**src/rtl/pad_cond_pkg.sv**
```systemverilog
// Shared widths and helpers for pad input conditioning.
package pad_cond_pkg;

    localparam int unsigned FILT_W_DEF = 4;
    localparam int unsigned GLITCH_W   = 8;
    localparam logic [GLITCH_W-1:0] GLITCH_MAX = GLITCH_W'(255);

    // Increment a glitch count, holding at GLITCH_MAX instead of wrapping.
    function automatic logic [GLITCH_W-1:0] glitch_sat_inc(input logic [GLITCH_W-1:0] cur);
        glitch_sat_inc = (cur == GLITCH_MAX) ? cur : cur + GLITCH_W'(1);
    endfunction

endpackage

```
**src/rtl/sync_2ff.sv**
```systemverilog
// Two-flop synchronizer with a selectable reset level, for asynchronous pad inputs.
module sync_2ff #(
    parameter logic RST_VAL = 1'b0
) (
    input  logic clk,
    input  logic rstn,
    input  logic d,
    output logic q
);

    logic meta;

    // Two-stage capture of the asynchronous input.
    always_ff @(posedge clk or negedge rstn) begin
        if (!rstn) begin
            meta <= RST_VAL;
            q    <= RST_VAL;
        end else begin
            meta <= d;
            q    <= meta;
        end
    end

endmodule

```
**src/rtl/pad_input_conditioner.sv**
```systemverilog
// Synchronizes a pad input, rejects pulses shorter than filt_len+1 clocks,
// reports accepted edges and counts rejected pulses.
module pad_input_conditioner
    import pad_cond_pkg::*;
#(
    parameter int unsigned FILT_W    = FILT_W_DEF,
    parameter logic        RST_LEVEL = 1'b0
) (
    input  logic                clk,
    input  logic                rstn,
    input  logic                pad_z,
    input  logic                en,
    input  logic [FILT_W-1:0]   filt_len,
    input  logic                glitch_clr,
    output logic                data_out,
    output logic                rise,
    output logic                fall,
    output logic [GLITCH_W-1:0] glitch_cnt
);

    logic                sync;
    logic [FILT_W-1:0]   cnt;
    logic [FILT_W-1:0]   cnt_nxt;
    logic                data_nxt;
    logic                rise_nxt;
    logic                fall_nxt;
    logic [GLITCH_W-1:0] glitch_nxt;

    sync_2ff #(
        .RST_VAL (RST_LEVEL)
    ) u_sync (
        .clk  (clk),
        .rstn (rstn),
        .d    (pad_z),
        .q    (sync)
    );

    // Filter decision: count a differing level, accept it once stable long
    // enough, or drop a short pulse and record it as a glitch.
    always_comb begin
        cnt_nxt    = cnt;
        data_nxt   = data_out;
        rise_nxt   = 1'b0;
        fall_nxt   = 1'b0;
        glitch_nxt = glitch_cnt;

        if (!en) begin
            cnt_nxt = '0;
        end else if (sync != data_out) begin
            // cnt < filt_len here, so the increment can never wrap.
            if (cnt >= filt_len) begin
                data_nxt = sync;
                cnt_nxt  = '0;
                rise_nxt = sync;
                fall_nxt = ~sync;
            end else begin
                cnt_nxt = cnt + FILT_W'(1);
            end
        end else if (cnt != '0) begin
            cnt_nxt    = '0;
            glitch_nxt = glitch_sat_inc(glitch_cnt);
        end

        // Clear wins over a simultaneous glitch increment.
        if (glitch_clr) begin
            glitch_nxt = '0;
        end
    end

    // Filter state and registered outputs.
    always_ff @(posedge clk or negedge rstn) begin
        if (!rstn) begin
            cnt        <= '0;
            data_out   <= RST_LEVEL;
            rise       <= 1'b0;
            fall       <= 1'b0;
            glitch_cnt <= '0;
        end else begin
            cnt        <= cnt_nxt;
            data_out   <= data_nxt;
            rise       <= rise_nxt;
            fall       <= fall_nxt;
            glitch_cnt <= glitch_nxt;
        end
    end

endmodule

```
**config.mk**
```make
export PLATFORM = sky130hd
export DESIGN_NAME = pad_input_conditioner
export DESIGN_NICKNAME = d
export VERILOG_FILES = /design/src/rtl/pad_cond_pkg.sv /design/src/rtl/sync_2ff.sv /design/src/rtl/pad_input_conditioner.sv
export SDC_FILE = /design/constraint.sdc
export NUM_CORES = 1
export LEC_CHECK = 0
export CORE_AREA = 2 2 50 52
export DETAILED_ROUTE_END_ITERATION = 10
export DIE_AREA = 0 0 52 54
export PLACE_DENSITY_LB_ADDON = 0.12
export SLEW_MARGIN = 5
export SYNTH_ARGS = -nofsm -noshare
export SYNTH_HDL_FRONTEND = slang
export SYNTH_HIERARCHICAL = 1
export SYNTH_SLANG_ARGS = --single-unit
```
**constraint.sdc**
```tcl
create_clock -name clk -period 1.75 [get_ports clk]
set_input_delay 0.35 -clock clk [delete_from_list [all_inputs] [get_ports clk]]
set_output_delay 0.35 -clock clk [all_outputs]
set_load 0.02 [all_outputs]
```
* Yosys cells after proc, flatten, opt, wreduce, memory -nomap -nowiden
Index checks and enable logic that the tools add are counted.
Storage, ports and cells: bits in writable memories 0, register bits after elaboration 17, ROM bits 0, memories kept 0, word-level logic and storage cells 36, output and inout bits 11, input bits 9, latch bits 0
Cells by class: $mul 0, bitwise logic cells 1, mux-type cells 15, $add $sub $neg 2, $lt $le $gt $ge 1, reduce and logical (&&, ||, !) cells 5, eq/ne operators 5, shift-type cells 0, div/mod/pow operators 0
Operators by type and width (number):
- $mux W8 | 5
- $mux W4 | 4
- $add A8 B1 Y8 const B | 1
- $eq A8 B8 Y1 const B | 1
- $mux W1 | 6
- $add A4 B1 Y4 const B | 1
- $ge A4 B4 Y1 | 1
- $ne A2 B2 Y1 const B | 2
- $reduce_and A4 Y1 | 1
- $reduce_bool A2 Y1 | 2
- $reduce_bool A4 Y1 | 1
- $ne A3 B1 Y1 const B | 1
- $reduce_and A3 Y1 | 1
- $ne A1 B1 Y1 | 1
- $not A1 Y1 | 1

* Longest topological paths before layout
word-level depth 6, depth in mapped cells 6, mapped depth without buffers 6

* Hierarchy
Netlist, hierarchy kept.
By module, submodules not included:
- pad_input_conditioner | area an instance 908.4 µm², instances 1, cells an instance 88
- sync_2ff | area an instance 50.0 µm², instances 1, cells an instance 2

* Worst setup path after synthesis
Ideal clock, no wire load.
path kind register -> register, start register cnt[0], end register data_out, slack -34 ps, cell stages (with the launch flop) 7, library setup time 125 ps, data required time 1625 ps, arrival 1659 ps, period minus slack after synthesis 1784 ps, cell sequence dfrtp_1 inv_1 ha_1 nand2b_1 a2111o_1 nand3_1 mux2_2
Between the ends: longest elaborated chain between the ends 2
Ends and longest elaborated chain:
- start: declaration | line pad_input_conditioner.sv:22 | logic [FILT_W-1:0] cnt;
- start signal: assignment | line pad_input_conditioner.sv:79 | cnt <= cnt_nxt;
- $ge A4 B4 Y1 | line pad_input_conditioner.sv:51 | if (cnt >= filt_len) begin
- $reduce_and A3 Y1 (no source line)
- end signal: assignment | line pad_input_conditioner.sv:80 | data_out <= data_nxt;
- end: declaration | line pad_input_conditioner.sv:15 | output logic data_out,
No other way between the ends. A chain may end at the register's enable or synchronous reset.

* Final worst setup path
start input filt_len[1], end register data_out
Between the ends: longest elaborated chain between the ends 2
Ends and longest elaborated chain:
- start: declaration | line pad_input_conditioner.sv:13 | input logic [FILT_W-1:0] filt_len,
- $ge A4 B4 Y1 | line pad_input_conditioner.sv:51
- $reduce_and A3 Y1 (no source line)
No other way between the ends.

==> out/metrics.cfg <==
[power]
pwr_density_cell_nw_per_um2=957
leakage_nw=0.643
irDropWorstVdd_mv=0.583

[critical_path]
slowest_stage=a2111o_1
path_delay_family=buffers and inverters
r2r-end=data_out
path_class=in -> reg
r2r_start=cnt[0]
reg2reg_depth=6
timing.critical_path.cells=clkdlybuf4s50_1, inv_1, ha_1, a2111o_1, nand3_2, mux2_4
arrival_ns=1.95
crit_end=data_out
crit_start=filt_len[1]
worst-path-buf-inv=2
worst-path-stages=6
ff2ff_setup_slack_ns=0.03
cp.required_ns=1.93
worstPathMaxFanout=3
end_kind=register
cpPeakStageDelay_ns=0.46
cp-start-kind=input pin

[timing]
fin_hold_ws_ns=0.362
period_share=1.01
skew_ns=0.00410
tns_ns=-0.0154
setup_viol=1
post-route-min-period_ns=1.77
fmaxAchievable_mhz=566
slew_violations=0
finalWorstSetupSlack_ns=-0.0154
rsz0062_at_grt=yes
worst_slew_pin_slew_ns=0.259
slew_headroom=0.827
finalHoldViolCount=0

[drt]
drt_pass1_iterations=4
routed_wl_um=1950
vias=774
ant_nets=0
via_per_inst=5.16
wl_per_cell_um=13.0
drc=0
drt_iter0_drc=6

[global_route]
antenna_found_initial=0
grt_max_degree=18
grt_pass1_wl_um=3140
grt_overflow=0
grtUsageTotal=0.159
grt_pass1_vias=713

[clocking]
clockBufferDepth=2
cts-htree-levels=1
numCtsBuffers=3
cts_setup_buffers=0
hold_buffers=0
clkTransAtPathRegs_ns=0.10
cts_root_buffer=clkbuf_4
cts_tree=done
clk_latency_ns=0.29
clock-sinks=17

[synth]
synth.avg_cell_area_um2=10.6
synth_top_area_share=0.444
synthesis.area_um2=958
synth-seq-cells=17
synth_edf_count=0
synth_cells=90
synth_ff_type=dfrtp_1
ys_types=30
synth_area_leaders=dfrtp_1 44%, ha_1 9.1%, inv_1 3.5%
yosys.area.top_type=dfrtp_1
async_flop_share=1.00
syn_nets=106
yosysSeqAreaShare=0.444
yosysWarnings=6

[floorplan]
fp.dieW_um=52
num_rows=18
initial_core_util=0.413
die_h_um=54
dieArea_um2=2810
io_pins=20
coreArea_um2=2320

[placed_design]
place.gp.congestion=0.799
io_buffers=19
dp.cells=146
dp_slack_ns=-0.393
post_dp_cell_area_um2=1240
hpwl_um=1480

[layout]
layout.nets=137
final_cell_area_um2=1320
stdcell_count=150
syn_to_final_growth_pct=37.3
n_antenna_cell=0
drive_gt1_frac=0.208

[worst_hold_path]
hold_depth=0
hp-start=u_sync/meta
hold_class=reg -> reg

[status]
failed_checks=setup timing
outcome=finished with violations

[job]
drv_cap=0

cell type report:
| class | count | area (um^2) |
|---|---|---|
| clock buffers | 3 | 22.5 |
| clock inverters | 1 | 5.00 |
| fillers | 209 | 1000 |
| inverters | 9 | 33.8 |
| multi-input cells | 63 | 537 |
| flip-flops and latches | 17 | 425 |
| well taps | 30 | 37.5 |
| repair buffers | 27 | 255 |
routing by layer:
layer,global-route usage,vias up,part of all wire
met4,0.140,0,0.028
met1,0.168,365,0.42
li1,-,382,-
met3,0.0250,6,0.043
met2,0.274,21,0.51
met5,0,-,0
logic make-up after synthesis:
group	count (synthesis)	share of synthesized area
XOR/XNOR	4	0.0561
AND/OR/NAND/NOR	33	0.211
AO/OA/AOI/OAI	15	0.114
adder cells (fa/ha/maj)	7	0.0914
multiplexers	4	0.0444
flip-flops	17	0.444
buffers and inverters	10	0.0392
cells in the mapped netlist, drive strengths merged, types with 2 or more instances:
| library cell | n |
|---|---|
| nor3 | 3 |
| nand2b | 2 |
| o21ai | 6 |
| dfrtp | 17 |
| ha | 7 |
| nand2 | 2 |
| xor2 | 2 |
| mux2 | 2 |
| nor2b | 2 |
| nand4 | 3 |
| a21oi | 5 |
| mux2i | 2 |
| nor2 | 6 |
| and3 | 2 |
| or3 | 2 |
| nand3 | 6 |
| inv | 9 |
| xnor2 | 2 |
layout by cell type (no fill, tap or decap), drive strengths merged, types with 5 or more instances in the layout:
cell type	count
o21ai	6
buf	8
clkdlybuf4s50	14
a21oi	5
nand3	6
inv	9
ha	7
dfrtp	17
nor2	6
stage by stage:
stage / power (W) / util
2_1_floorplan: 0.000811 / -
3_3_place_gp: 0.000997 / 0.536
3_5_place_dp: 0.00101 / 0.536
4_1_cts: 0.00126 / 0.559
5_1_grt: 0.00134 / 0.567
6_report: 0.00126 / 0.567
state kept, by name, indices dropped and copies added (netlist names):
register	flops
rise	1
glitch_cnt	8
u_sync/q	1
u_sync/meta	1
cnt	4
data_out	1
fall	1
repair_timing:
item                       CTS  global route
setup endpoints to repair    2             9
gates resized for setup      7             6
pin swaps                    3             4
worst min path at each step:
stage / to
global placement: u_sync/q
detailed placement: u_sync/q
global route: u_sync/q
floorplan: cnt[0]
finish: u_sync/q
CTS: glitch_cnt[4]
where the power goes:
| part | switching [W] | internal (W) | total [W] |
|---|---|---|---|
| Combinational | 0.000266 | 0.000303 | 0.000568 |
| Sequential | 0.0000516 | 0.000435 | 0.000486 |
| Clock | 0.000119 | 0.0000849 | 0.000204 |
| Total | 0.000437 | 0.000822 | 0.00126 |
Power figures use the tool's default switching activity.
